==> config.mk <==
export PLATFORM = sky130hd
export DESIGN_NAME = demux2x4_8bits_flat
export DESIGN_NICKNAME = d
export VERILOG_FILES = /design/src/rtl/demux2x4_8bits_pkg.sv /design/src/rtl/demux2x4_8bits_if.sv /design/src/rtl/demux2x4_8bits_phase_ctrl.sv /design/src/rtl/demux2x4_8bits.sv /design/src/flat_wrapper.sv
export SDC_FILE = /design/constraint.sdc
export NUM_CORES = 1
export LEC_CHECK = 0
export BUFFER_PORTS_ARGS = -buffer_cell sky130_fd_sc_hd__buf_4
export CAP_MARGIN = 20
export CORE_MARGIN = 1.5
export CORE_UTILIZATION = 50
export CTS_CLUSTER_DIAMETER = 150
export DETAILED_ROUTE_END_ITERATION = 6
export GPL_TIMING_DRIVEN = 0
export HOLD_SLACK_MARGIN = 0.02
export PLACE_DENSITY = 0.77
export SYNTH_ARGS = -nofsm -noshare
export SYNTH_HDL_FRONTEND = slang
export SYNTH_SLANG_ARGS = --single-unit
==> constraint.sdc <==
create_clock -name clk_2f -period 1.25 [get_ports clk_2f]
set_input_delay 0.125 -clock clk_2f [delete_from_list [all_inputs] [get_ports clk_2f]]
set_output_delay 0.125 -clock clk_2f [all_outputs]
set_load 0.05 [all_outputs]
==> src/rtl/demux2x4_8bits_pkg.sv <==
// Shared types and helpers for the 2-to-4 lane demultiplexer.
// Phase encodings and the resync (all-lanes-invalid) predicate live here.
package demux2x4_8bits_pkg;

    localparam int unsigned WIDTH_DEF = 8;

    typedef enum logic [1:0] {
        ST_WAIT = 2'd0,
        ST_EVEN = 2'd1,
        ST_ODD  = 2'd2
    } phase_e;

    // A word whose four lane valids are all low drops the phase lock.
    function automatic logic word_all_invalid(input logic v0, input logic v1,
                                              input logic v2, input logic v3);
        return ~(v0 | v1 | v2 | v3);
    endfunction

endpackage

==> src/rtl/demux2x4_8bits_if.sv <==
// Lane bundle for the demultiplexer: two interleaved input lanes in,
// four rebuilt lanes plus a publication strobe out.
interface demux2x4_8bits_if #(
    parameter int WIDTH = 8
);
    logic [WIDTH-1:0] data_00;
    logic             valid_00;
    logic [WIDTH-1:0] data_11;
    logic             valid_11;
    logic [WIDTH-1:0] data_0;
    logic [WIDTH-1:0] data_1;
    logic [WIDTH-1:0] data_2;
    logic [WIDTH-1:0] data_3;
    logic             valid_0;
    logic             valid_1;
    logic             valid_2;
    logic             valid_3;
    logic             word_stb;

    modport master (
        output data_00, valid_00, data_11, valid_11,
        input  data_0, data_1, data_2, data_3,
        input  valid_0, valid_1, valid_2, valid_3, word_stb
    );

    modport slave (
        input  data_00, valid_00, data_11, valid_11,
        output data_0, data_1, data_2, data_3,
        output valid_0, valid_1, valid_2, valid_3, word_stb
    );
endinterface

==> src/rtl/demux2x4_8bits_phase_ctrl.sv <==
// Phase FSM of the demultiplexer: locks on first activity, alternates
// even capture / odd publish, and drops back to WAIT on an all-invalid word.
module demux_phase_ctrl
    import demux2x4_8bits_pkg::*;
(
    input  logic clk_2f,
    input  logic reset,
    input  logic valid_00,
    input  logic valid_11,
    input  logic hold_valid_0,
    input  logic hold_valid_2,
    output logic cap_even,
    output logic publish,
    output logic word_stb
);

    phase_e state_r;
    phase_e state_next_s;
    logic   word_stb_r;
    logic   cap_even_s;
    logic   publish_s;
    logic   resync_s;

    assign resync_s = word_all_invalid(hold_valid_0, valid_00, hold_valid_2, valid_11);

    // State register and strobe register.
    always_ff @(posedge clk_2f) begin
        if (reset) begin
            state_r    <= ST_WAIT;
            word_stb_r <= 1'b0;
        end else begin
            state_r    <= state_next_s;
            word_stb_r <= publish_s;
        end
    end

    // Next-state decode.
    always_comb begin
        state_next_s = ST_WAIT;
        case (state_r)
            ST_WAIT: begin
                if (valid_00 || valid_11) begin
                    state_next_s = ST_ODD;
                end else begin
                    state_next_s = ST_WAIT;
                end
            end
            ST_EVEN: state_next_s = ST_ODD;
            ST_ODD: begin
                if (resync_s) begin
                    state_next_s = ST_WAIT;
                end else begin
                    state_next_s = ST_EVEN;
                end
            end
            default: state_next_s = ST_WAIT;
        endcase
    end

    // Datapath controls; an active cycle seen in WAIT counts as even phase.
    always_comb begin
        cap_even_s = 1'b0;
        publish_s  = 1'b0;
        case (state_r)
            ST_WAIT: cap_even_s = valid_00 | valid_11;
            ST_EVEN: cap_even_s = 1'b1;
            ST_ODD:  publish_s  = 1'b1;
            default: begin
                cap_even_s = 1'b0;
                publish_s  = 1'b0;
            end
        endcase
    end

    assign cap_even = cap_even_s;
    assign publish  = publish_s;
    assign word_stb = word_stb_r;

endmodule

==> src/rtl/demux2x4_8bits.sv <==
// Rebuilds four parallel lanes from two interleaved fast-rate lanes.
// Even-phase bytes are held one cycle, then published with the odd-phase bytes.
module demux2x4_8bits
    import demux2x4_8bits_pkg::*;
#(
    parameter int WIDTH = WIDTH_DEF
) (
    input  logic              clk_2f,
    input  logic              reset,
    demux2x4_8bits_if.slave   bus
);

    logic [WIDTH-1:0] hold0_data_r;
    logic [WIDTH-1:0] hold2_data_r;
    logic             hold0_valid_r;
    logic             hold2_valid_r;
    logic [WIDTH-1:0] data_0_r;
    logic [WIDTH-1:0] data_1_r;
    logic [WIDTH-1:0] data_2_r;
    logic [WIDTH-1:0] data_3_r;
    logic             valid_0_r;
    logic             valid_1_r;
    logic             valid_2_r;
    logic             valid_3_r;
    logic             cap_even_s;
    logic             publish_s;
    logic             word_stb_s;

    demux_phase_ctrl u_phase_ctrl (
        .clk_2f       (clk_2f),
        .reset        (reset),
        .valid_00     (bus.valid_00),
        .valid_11     (bus.valid_11),
        .hold_valid_0 (hold0_valid_r),
        .hold_valid_2 (hold2_valid_r),
        .cap_even     (cap_even_s),
        .publish      (publish_s),
        .word_stb     (word_stb_s)
    );

    // Even-phase holding registers for lanes 0 and 2.
    always_ff @(posedge clk_2f) begin
        if (reset) begin
            hold0_data_r  <= {WIDTH{1'b0}};
            hold2_data_r  <= {WIDTH{1'b0}};
            hold0_valid_r <= 1'b0;
            hold2_valid_r <= 1'b0;
        end else if (cap_even_s) begin
            hold0_data_r  <= bus.data_00;
            hold2_data_r  <= bus.data_11;
            hold0_valid_r <= bus.valid_00;
            hold2_valid_r <= bus.valid_11;
        end
    end

    // Output registers; an invalid lane keeps its last data byte.
    always_ff @(posedge clk_2f) begin
        if (reset) begin
            data_0_r  <= {WIDTH{1'b0}};
            data_1_r  <= {WIDTH{1'b0}};
            data_2_r  <= {WIDTH{1'b0}};
            data_3_r  <= {WIDTH{1'b0}};
            valid_0_r <= 1'b0;
            valid_1_r <= 1'b0;
            valid_2_r <= 1'b0;
            valid_3_r <= 1'b0;
        end else if (publish_s) begin
            valid_0_r <= hold0_valid_r;
            valid_1_r <= bus.valid_00;
            valid_2_r <= hold2_valid_r;
            valid_3_r <= bus.valid_11;
            if (hold0_valid_r) data_0_r <= hold0_data_r;
            if (bus.valid_00)  data_1_r <= bus.data_00;
            if (hold2_valid_r) data_2_r <= hold2_data_r;
            if (bus.valid_11)  data_3_r <= bus.data_11;
        end
    end

    assign bus.data_0   = data_0_r;
    assign bus.data_1   = data_1_r;
    assign bus.data_2   = data_2_r;
    assign bus.data_3   = data_3_r;
    assign bus.valid_0  = valid_0_r;
    assign bus.valid_1  = valid_1_r;
    assign bus.valid_2  = valid_2_r;
    assign bus.valid_3  = valid_3_r;
    assign bus.word_stb = word_stb_s;

endmodule

==> src/flat_wrapper.sv <==
// flat-port wrapper written by rule: the top's interface ports become plain ports
module demux2x4_8bits_flat import demux2x4_8bits_pkg::*;
#(
    parameter int WIDTH = WIDTH_DEF
)
  (clk_2f, reset, bus_data_00, bus_valid_00, bus_data_11, bus_valid_11, bus_data_0, bus_data_1, bus_data_2, bus_data_3, bus_valid_0, bus_valid_1, bus_valid_2, bus_valid_3, bus_word_stb);
  demux2x4_8bits_if #(.WIDTH(WIDTH)) bus_i ();
  input  logic clk_2f;
  input  logic reset;
  input wire logic [$bits(bus_i.data_00)-1:0] bus_data_00;
  input wire logic [$bits(bus_i.valid_00)-1:0] bus_valid_00;
  input wire logic [$bits(bus_i.data_11)-1:0] bus_data_11;
  input wire logic [$bits(bus_i.valid_11)-1:0] bus_valid_11;
  output wire logic [$bits(bus_i.data_0)-1:0] bus_data_0;
  output wire logic [$bits(bus_i.data_1)-1:0] bus_data_1;
  output wire logic [$bits(bus_i.data_2)-1:0] bus_data_2;
  output wire logic [$bits(bus_i.data_3)-1:0] bus_data_3;
  output wire logic [$bits(bus_i.valid_0)-1:0] bus_valid_0;
  output wire logic [$bits(bus_i.valid_1)-1:0] bus_valid_1;
  output wire logic [$bits(bus_i.valid_2)-1:0] bus_valid_2;
  output wire logic [$bits(bus_i.valid_3)-1:0] bus_valid_3;
  output wire logic [$bits(bus_i.word_stb)-1:0] bus_word_stb;
  assign bus_i.data_00 = bus_data_00;
  assign bus_i.valid_00 = bus_valid_00;
  assign bus_i.data_11 = bus_data_11;
  assign bus_i.valid_11 = bus_valid_11;
  assign bus_data_0 = bus_i.data_0;
  assign bus_data_1 = bus_i.data_1;
  assign bus_data_2 = bus_i.data_2;
  assign bus_data_3 = bus_i.data_3;
  assign bus_valid_0 = bus_i.valid_0;
  assign bus_valid_1 = bus_i.valid_1;
  assign bus_valid_2 = bus_i.valid_2;
  assign bus_valid_3 = bus_i.valid_3;
  assign bus_word_stb = bus_i.word_stb;
  demux2x4_8bits #(.WIDTH(WIDTH)) u_core (.clk_2f(clk_2f), .reset(reset), .bus(bus_i));
endmodule
# ---- Word-level counts from Yosys, hierarchy flattened
# Index checks and enable logic that the tools add are counted.
dict set report totals {
  ff_bits 57
  wordCells 31
}
dict set report classes {
  n_eq_ne 2
  muxes 5
  bitwise 4
  reduce_logical 6
}
# operator count
set ops {}
lappend ops {{AND reduction 2 bit} 4}
lappend ops {{case mux 2 bit (3 select lines)} 1}
lappend ops {{OR 1 bit} 4}
lappend ops {{equality test 2 x 1 -> 1 bit, second input constant} 1}
lappend ops {{equality test 2 bit, second input constant} 1}
lappend ops {{logical NOT 2 bit} 1}
lappend ops {{2-to-1 mux 1 bit} 2}
lappend ops {{2-to-1 mux 2 bit} 1}
lappend ops {{case mux 1 bit (2 select lines)} 1}
lappend ops {{logical OR 1 bit} 1}

# ---- Longest topological paths before layout
# Gate-level depths: netlist of the first run.
dict set report depth {
  ltp_word 5
  mapped_depth 5
  ltp_nobuf 3
}

# ---- Modules after synthesis
# From an unflattened synthesis of the first run, not the netlist that was laid out.
dict set report unflattened {
  hier_cells 227
  hier_area_um2 2555.0
}
# mod instances cells_each area_per_inst_um2
set by_module_without_submodules {}
lappend by_module_without_submodules {demux2x4_8bits 1 218 2444.8}
lappend by_module_without_submodules {demux_phase_ctrl 1 9 110.1}

# ---- Least setup slack after synthesis of the first run
# No wires, ideal clock.
dict set report synth_timing {
  path_type {reg2reg}
  startpoint {register u_core.u_phase_ctrl.state_r[0]}
  endpoint {register u_core.hold0_data_r[0]}
  setup_ns 0.072
  arrival_time_ns 1.018
  t_required_ns 1.178
  path_slack_ns 0.161
  path_stages_with_launch 5
  synth_period_minus_slack_ns 1.089
  cell_sequence {dfxtp_1 > nor3_4 > nor2_4 > buf_12 > mux2i_1}
}
dict set report synth_between {
  elab_chain_len 2
  word_cells_on_any_way 3
  classes_between {eq/ne (1); mux (1); reduce/logical (1)}
}
# element line
set synth_rtl {}
lappend synth_rtl {{from (decl)} demux2x4_8bits_phase_ctrl.sv:17} ;# phase_e state_r;
lappend synth_rtl {{from (signal assigned)} demux2x4_8bits_phase_ctrl.sv:32} ;# state_r <= state_next_s;
lappend synth_rtl {{equality test 2 x 1 -> 1 bit or logical NOT 2 bit (tied branches)} demux2x4_8bits_phase_ctrl.sv:64} ;# case (state_r)
lappend synth_rtl {{case mux 1 bit (2 select lines) (*)} demux2x4_8bits_phase_ctrl.sv:64}
lappend synth_rtl {{to (signal assigned)} demux2x4_8bits.sv:44} ;# hold0_data_r <= {WIDTH{1'b0}};
lappend synth_rtl {{to (signal assigned)} demux2x4_8bits.sv:49} ;# hold0_data_r <= bus.data_00;
lappend synth_rtl {{to (decl)} demux2x4_8bits.sv:13} ;# logic [WIDTH-1:0] hold0_data_r;
# Mark *: on every way between the ends. The rest lies on a longest branch, timed or not.
# A chain may end at the register's enable or synchronous reset.

# ---- Worst setup path after layout of the first run
dict set report layout_timing {
  startpoint {register u_core.u_phase_ctrl.state_r[1]}
  endpoint {register u_core.data_2_r[2] (netlist: u_core.bus.data_2[2])}
}
dict set report layout_between {
  elab_chain_len 3
}
# element line
set layout_rtl {}
lappend layout_rtl {{equality test 2 bit} demux2x4_8bits_phase_ctrl.sv:64}
lappend layout_rtl {{2-to-1 mux 1 bit} demux2x4_8bits_phase_ctrl.sv:64}
lappend layout_rtl {{AND reduction 2 bit (no line)} n/a}
lappend layout_rtl {{to (signal assigned)} demux2x4_8bits.sv:61} ;# data_2_r <= {WIDTH{1'b0}};
lappend layout_rtl {{to (signal assigned)} demux2x4_8bits.sv:74} ;# if (hold2_valid_r) data_2_r <= hold2_data_r;
lappend layout_rtl {{to (decl)} demux2x4_8bits.sv:19} ;# logic [WIDTH-1:0] data_2_r;
# Every way passes these cells.

==> results.tsv, run 1 <==
metric	value	unit
Layout Utilization	67.0	%
crit path DAT	1.35	ns
final setup TNS	0	ns
Total GRT Usage	20.0	%
pre-CTS setup slack	-0.0260	ns
HP Start	bus_data_11[5]	
CP max stage delay	0.39	ns
Setup Skew	0.00726	ns
DP HPWL	3060	µm
drt pass-1 iters	4	
via count	1632	
hold endpoint	u_core.bus.data_3[5]	
most common cell after layout, fill and taps aside	buf_4	
library cells used by synthesis	21	
status	complete, no violations	
worst hold-check path type	in2reg	
n_diodes	0	
final setup fails	0	
vias in the first global route	1678	
max_cap viols	0	
Syn Nets	230	
DRT iter0 DRCs	63	
Setup CP Type	reg2reg	
CP max FO	10	
# clock sinks	57	
Worst Tran Pin Value	0.475	ns
Hold Violations, Final	0	
number of synthesis warnings	0	
crit-path cells	buf_6 -> nand3b_1 -> buf_4 -> mux2i_1 -> nor2_1	
worst r2r src	u_core.u_phase_ctrl.state_r[1]	
vias per cell	4.89	
CTS root buf	clkbuf_8	
R2R setup slack	0.09	ns
Die Wd	70.2	µm
largest net degree at the start of global routing	11	
max-slew violation count	0	
Post-Route WL	4430	µm
fraction of layout instances using a drive strength above 1	34.0	%
height of the chip	70.2	µm
Mapped Area	0.00226	mm²
global-route wire length before repair	7600	µm
initial antenna violation count	0	
commonest non-fill, non-tap cells in the layout	buf_4, dfxtp_1, mux2i_1, nor2_1, or2b_2	
WHS Path Cells	3	
total gr overflow	0	
fin crit period	1.16	ns
crit-path leading delay family	flip-flops	
final net count	298	
Pwr per Cell Area	1360	mW/mm²
CTS max path bufs	2	
Slew HR	68.3	%
Initial Util	51.8	%
syn_area_per_cell	10.7	µm²
worst vdd ir	0.780	mV
Worst Path Required	1.44	ns
cells after synthesis	210	
worst setup margin	0.0922	ns
Worst R2R End	u_core.bus.data_2[2]	
DRC viols	0	
startpoint types	flop	
CP endpoint kind	flop	
I/O Buffers	55	
Max Freq	0.864	GHz
CTS clk-pin slew, worst paths	0.06	ns
R2R cell count	5	
critical path's slowest cell	dfxtp_1	
routability cong.	0.727	
FP Rows	24	
final non-filler cell area	0.00292	mm²
CTS tree	built	
sequential area share after synthesis	50.6	%
Max H-tree Level	3	
area of the die	0.00492	mm²
Buf/Inv on CP	2	
top-level port count	57	
Routed Antenna Nets	0	
CORE AREA	0.00435	mm²
period utilization	92.6	%
area post-placement	0.00273	mm²
Yosys reg bits	57	
Synth-to-Final Area Change	29.3	%
Avg WL per Cell	13.3	µm
leakage power	1.48	nW
worst skew pair latency	0.33	ns
Num CTS Buffers	9	
## worst max-delay path by stage
stage,from,end,depth (start not counted)
after floorplan,u_core.u_phase_ctrl.state_r[0],u_core.hold0_data_r[0],4
after global placement,u_core.u_phase_ctrl.state_r[0],u_core.hold2_data_r[1],4
after detailed placement,u_core.u_phase_ctrl.state_r[0],u_core.hold2_data_r[1],4
after CTS,u_core.u_phase_ctrl.state_r[0],u_core.bus.data_1[0],4
after global routing,u_core.u_phase_ctrl.state_r[1],u_core.bus.data_3[3],5
final,u_core.u_phase_ctrl.state_r[1],u_core.bus.data_2[2],5
## area by class of cell
type / instances / area (µm²)
Tap cell: 52 / 65.1
Timing Repair Buffer: 57 / 428
Sequential cell: 57 / 1140
Multi-Input combinational cell: 139 / 1010
Clock buffer: 15 / 156
Fill cell: 372 / 1440
Buffer: 14 / 118
## layer usage
layer | global-route usage, % | part of all wire, % | vias to the layer above
met1 | 24.2 | 45 | 770
met4 | 6.41 | 0.56 | 0
li1 | - | - | 823
met5 | 0 | 0 | -
met2 | 32.2 | 49 | 37
met3 | 8.80 | 5.1 | 2
## stage by stage
step	hold slack [ns]	power (mW)	cells
floorplan	0.269	2.40	210
global placement	0.361	2.56	317
detailed placement	0.370	2.58	317
CTS	0.0311	3.99	334
global route	0.0369	4.15	334
finish	0.0401	3.96	334
## synthesized netlist by cell type
cell / count / share of area, %
dfxtp_1: 57 / 51
mux2i_1: 48 / 21
nor2_1: 35 / 5.8
or2b_2: 15 / 5.8
nand2b_1: 13 / 3.6
a21oi_1: 6 / 1.3
buf_4: 5 / 1.7
clkbuf_1: 5 / 0.83
or2b_1: 5 / 1.7
nand2_1: 4 / 0.67
nand3b_1: 4 / 1.3
nand2b_2: 2 / 0.78
nor3_1: 2 / 0.44
o21ai_0: 2 / 0.44
buf_12: 1 / 0.89
buf_2: 1 / 0.22
buf_6: 1 / 0.50
clkbuf_8: 1 / 0.61
nor2_4: 1 / 0.50
nor3_4: 1 / 0.72
nor4_1: 1 / 0.28
## where the power goes
group	internal [mW]	switching (mW)	total [mW]
clock	0.767	0.638	1.40
combinational	0.263	0.328	0.591
sequential	1.91	0.0501	1.96
total	2.94	1.02	3.96
## worst reg2reg max path, delay by kind of cell (launching register included)
family | cells | cell delay (ns)
buf+inv | 2 | 0.35
mux | 1 | 0.16
simple gates | 2 | 0.12
flops | 1 | 0.39
## registers in the layout (all words and copies together), names as in the netlist
name and flops:
u_core.hold2_valid_r 1, u_core.bus.data_0 8, u_core.u_phase_ctrl.state_r 2, u_core.hold0_data_r 8
u_core.bus.data_3 8, u_core.hold0_valid_r 1, u_core.bus.valid_1 1, u_core.u_phase_ctrl.word_stb 1
u_core.bus.data_1 8, u_core.hold2_data_r 8, u_core.bus.valid_0 1, u_core.bus.data_2 8
u_core.bus.valid_3 1, u_core.bus.valid_2 1
## kinds of logic (layout without fill, tap and decap cells)
logic type,Yosys count,in the layout,share of synthesized area [%]
mux,48,48,21.3
flops,57,57,50.6
compound gates,8,8,1.77
buf+inv,14,86,4.71
simple gates,83,83,21.6
## repair_timing
action | 4_1_cts | 5_1_grt
hold buffers | 0 | 0
resized for setup | 0 | 4
setup buffers | 2 | 0
pin swaps | 1 | 0
endpoints found under the setup margin | 10 | 32
No activity file was read; power rests on OpenSTA's default activity.
==> run 2: changes to the inputs <==
--- a/config.mk
+++ b/config.mk
@@ -7,7 +7,7 @@
 export LEC_CHECK = 0
 export BUFFER_PORTS_ARGS = -buffer_cell sky130_fd_sc_hd__buf_4
 export CAP_MARGIN = 20
-export CORE_MARGIN = 1.5
+export CORE_MARGIN = 1
 export CORE_UTILIZATION = 50
 export CTS_CLUSTER_DIAMETER = 150
 export DETAILED_ROUTE_END_ITERATION = 6
==> results.tsv, run 2 (synthesis gave the netlist of run 1 again) <==
metric	value	unit	change
register area	0.00114	mm²	about the same
CTS tree	built		unchanged
global-route wire length before repair	7400	µm	was 7600 µm
via count	1598		was 1632
Setup Skew	0.00568	ns	was 0.00726 ns
Slew HR	63.3	%	was 68.3%
Pwr per Cell Area	1370	mW/mm²	was 1360 mW/mm²
Setup CP Type	reg2reg		unchanged
R2R setup slack	0.11	ns	was 0.09 ns
CP max FO	10		unchanged
Routed Antenna Nets	0		unchanged
DRT iter0 DRCs	61		was 63
I/O Buffers	55		unchanged
CTS root buf	clkbuf_8		unchanged
met1 Usage GRT	24.8	%	was 24.2%
crit-path cells	buf_6 -> nand3b_1 -> buf_4 -> mux2i_1 -> nor2_1		unchanged
period utilization	91.5	%	was 92.6%
Worst Path Required	1.44	ns	about the same
final net count	299		was 298
Post-Route WL	4430	µm	about the same
RSZ-0062 raised after global routing	false		
crit-path leading delay family	flip-flops		unchanged
CP endpoint kind	flop		unchanged
pre-CTS setup slack	0.00287	ns	was -0.0260 ns
worst r2r src	u_core.u_phase_ctrl.state_r[1]		unchanged
WHS Path Cells	3		unchanged
Max H-tree Level	3		unchanged
fraction of layout instances using a drive strength above 1	35.9	%	was 34.0%
CTS max path bufs	2		unchanged
Finished Layout Cells	333		was 334
Max Freq	0.874	GHz	was 0.864 GHz
Total GRT Usage	20.0	%	about the same
multi-input logic area	0.00101	mm²	about the same
Die Wd	69.2	µm	was 70.2 µm
# clock sinks	57		unchanged
worst skew pair latency	0.33	ns	about the same
height of the chip	69.2	µm	was 70.2 µm
CTS Hold Buffers Added	0		unchanged
initial antenna violation count	0		unchanged
fin crit period	1.14	ns	was 1.16 ns
status	complete, no violations		unchanged
R2R cell count	5		unchanged
vias per cell	4.80		was 4.89
worst hold-check path type	in2reg		unchanged
Buf/Inv on CP	2		unchanged
critical path's slowest cell	dfxtp_2		was dfxtp_1
CP max stage delay	0.34	ns	was 0.39 ns
vias in the first global route	1575		was 1678
routability cong.	0.703		was 0.727
hold endpoint	u_core.bus.data_3[4]		was u_core.bus.data_3[5]
Hold Slack	0.0361	ns	was 0.0401 ns
grt met2 use	30.5	%	was 32.2%
DRC viols	0		unchanged
final non-filler cell area	0.00294	mm²	was 0.00292 mm²
top-level port count	57		unchanged
startpoint types	flop		unchanged
Worst R2R End	u_core.bus.data_0[1]		was u_core.bus.data_2[2]
leakage power	1.49	nW	was 1.48 nW
FP Rows	24		unchanged
Worst Tran Pin Value	0.550	ns	was 0.475 ns
max-slew violation count	0		unchanged
gr busiest metal	met2		unchanged
DP HPWL	2980	µm	was 3060 µm
Hold Violations, Final	0		unchanged
largest net degree at the start of global routing	11		unchanged
HP Start	bus_data_11[4]		was bus_data_11[5]
worst setup margin	0.106	ns	was 0.0922 ns
drt pass-1 iters	4		unchanged
placed cell count	317		unchanged
worst vdd ir	1.00	mV	was 0.780 mV
most common cell after layout, fill and taps aside	buf_4		unchanged
max_cap viols	0		unchanged
CORE AREA	0.00435	mm²	unchanged
Initial Util	51.8	%	unchanged
area of the die	0.00478	mm²	was 0.00492 mm²
fill count	356		was 372
crit path DAT	1.34	ns	was 1.35 ns
total gr overflow	0		unchanged
area post-placement	0.00273	mm²	unchanged
Synth-to-Final Area Change	30.4	%	was 29.3%
Avg WL per Cell	13.3	µm	about the same
n_diodes	0		unchanged
final setup TNS	0	ns	unchanged
commonest non-fill, non-tap cells in the layout	buf_4, dfxtp_1, mux2i_1, nor2_1, or2b_2		unchanged
Num CTS Buffers	9		unchanged
met3 usage	7.99	%	was 8.80%
CTS clk-pin slew, worst paths	0.06	ns	about the same
final setup fails	0		unchanged
## run 2: cell count changes in the layout (fill, tap and decap cells not counted), sizes merged
cell | previous run | this run
clkbuf | 21 | 19
buf | 65 | 66
## run 2: tightest hold or removal path: stages
cell and delay (ns):
buf_4 0.08, mux2i_1 0.05, nor2_1 0.07
## run 2: timing repair
action,CTS,global route
pin swaps,1,0
gates resized for setup,0,6
endpoints found under the setup margin,2,30
hold endpoints to repair,0,0
buffers inserted,3,0
## run 2: per-stage QoR
stage          utilization, %  power (mW)
6_report                 67.6        4.04
3_5_place_dp             62.8        2.58
5_1_grt                  67.6        4.22
3_3_place_gp             62.8        2.56
2_1_floorplan               -        2.40
4_1_cts                  67.2        4.08
## run 2: how the worst max path moves through the flow
stage          depth (start not counted)                     end  slack [ns]                      startpoint
6_report                               5    u_core.bus.data_0[1]        0.11  u_core.u_phase_ctrl.state_r[1]
5_1_grt                                5    u_core.bus.data_3[6]        0.03  u_core.u_phase_ctrl.state_r[1]
4_1_cts                                4    u_core.bus.data_1[6]        0.04  u_core.u_phase_ctrl.state_r[0]
3_5_place_dp                           4  u_core.hold2_data_r[6]       0.003  u_core.u_phase_ctrl.state_r[0]
3_3_place_gp                           4  u_core.hold2_data_r[1]        0.01  u_core.u_phase_ctrl.state_r[0]
2_1_floorplan                          4  u_core.hold0_data_r[0]        0.16  u_core.u_phase_ctrl.state_r[0]
## run 2: cell type report
type | instances | area share, %
buffer | 14 | 4.00
clock buffer | 13 | 5.74
multi-input combinational | 139 | 34.4
sequential | 57 | 38.9
tap | 52 | 2.21
timing repair buffer | 58 | 14.8
## run 2: report_power, final
part / switching (mW) / internal (mW) / leakage [nW]
Sequential: 0.0513 / 1.91 / 0.466
Combinational: 0.329 / 0.268 / 0.937
Clock: 0.631 / 0.848 / 0.0875
## run 2: per-layer routing
layer,wire [µm],share of wire [%]
met5,0,0
met4,27,0.61
met3,252,5.7
met2,2100,47
met1,2050,46
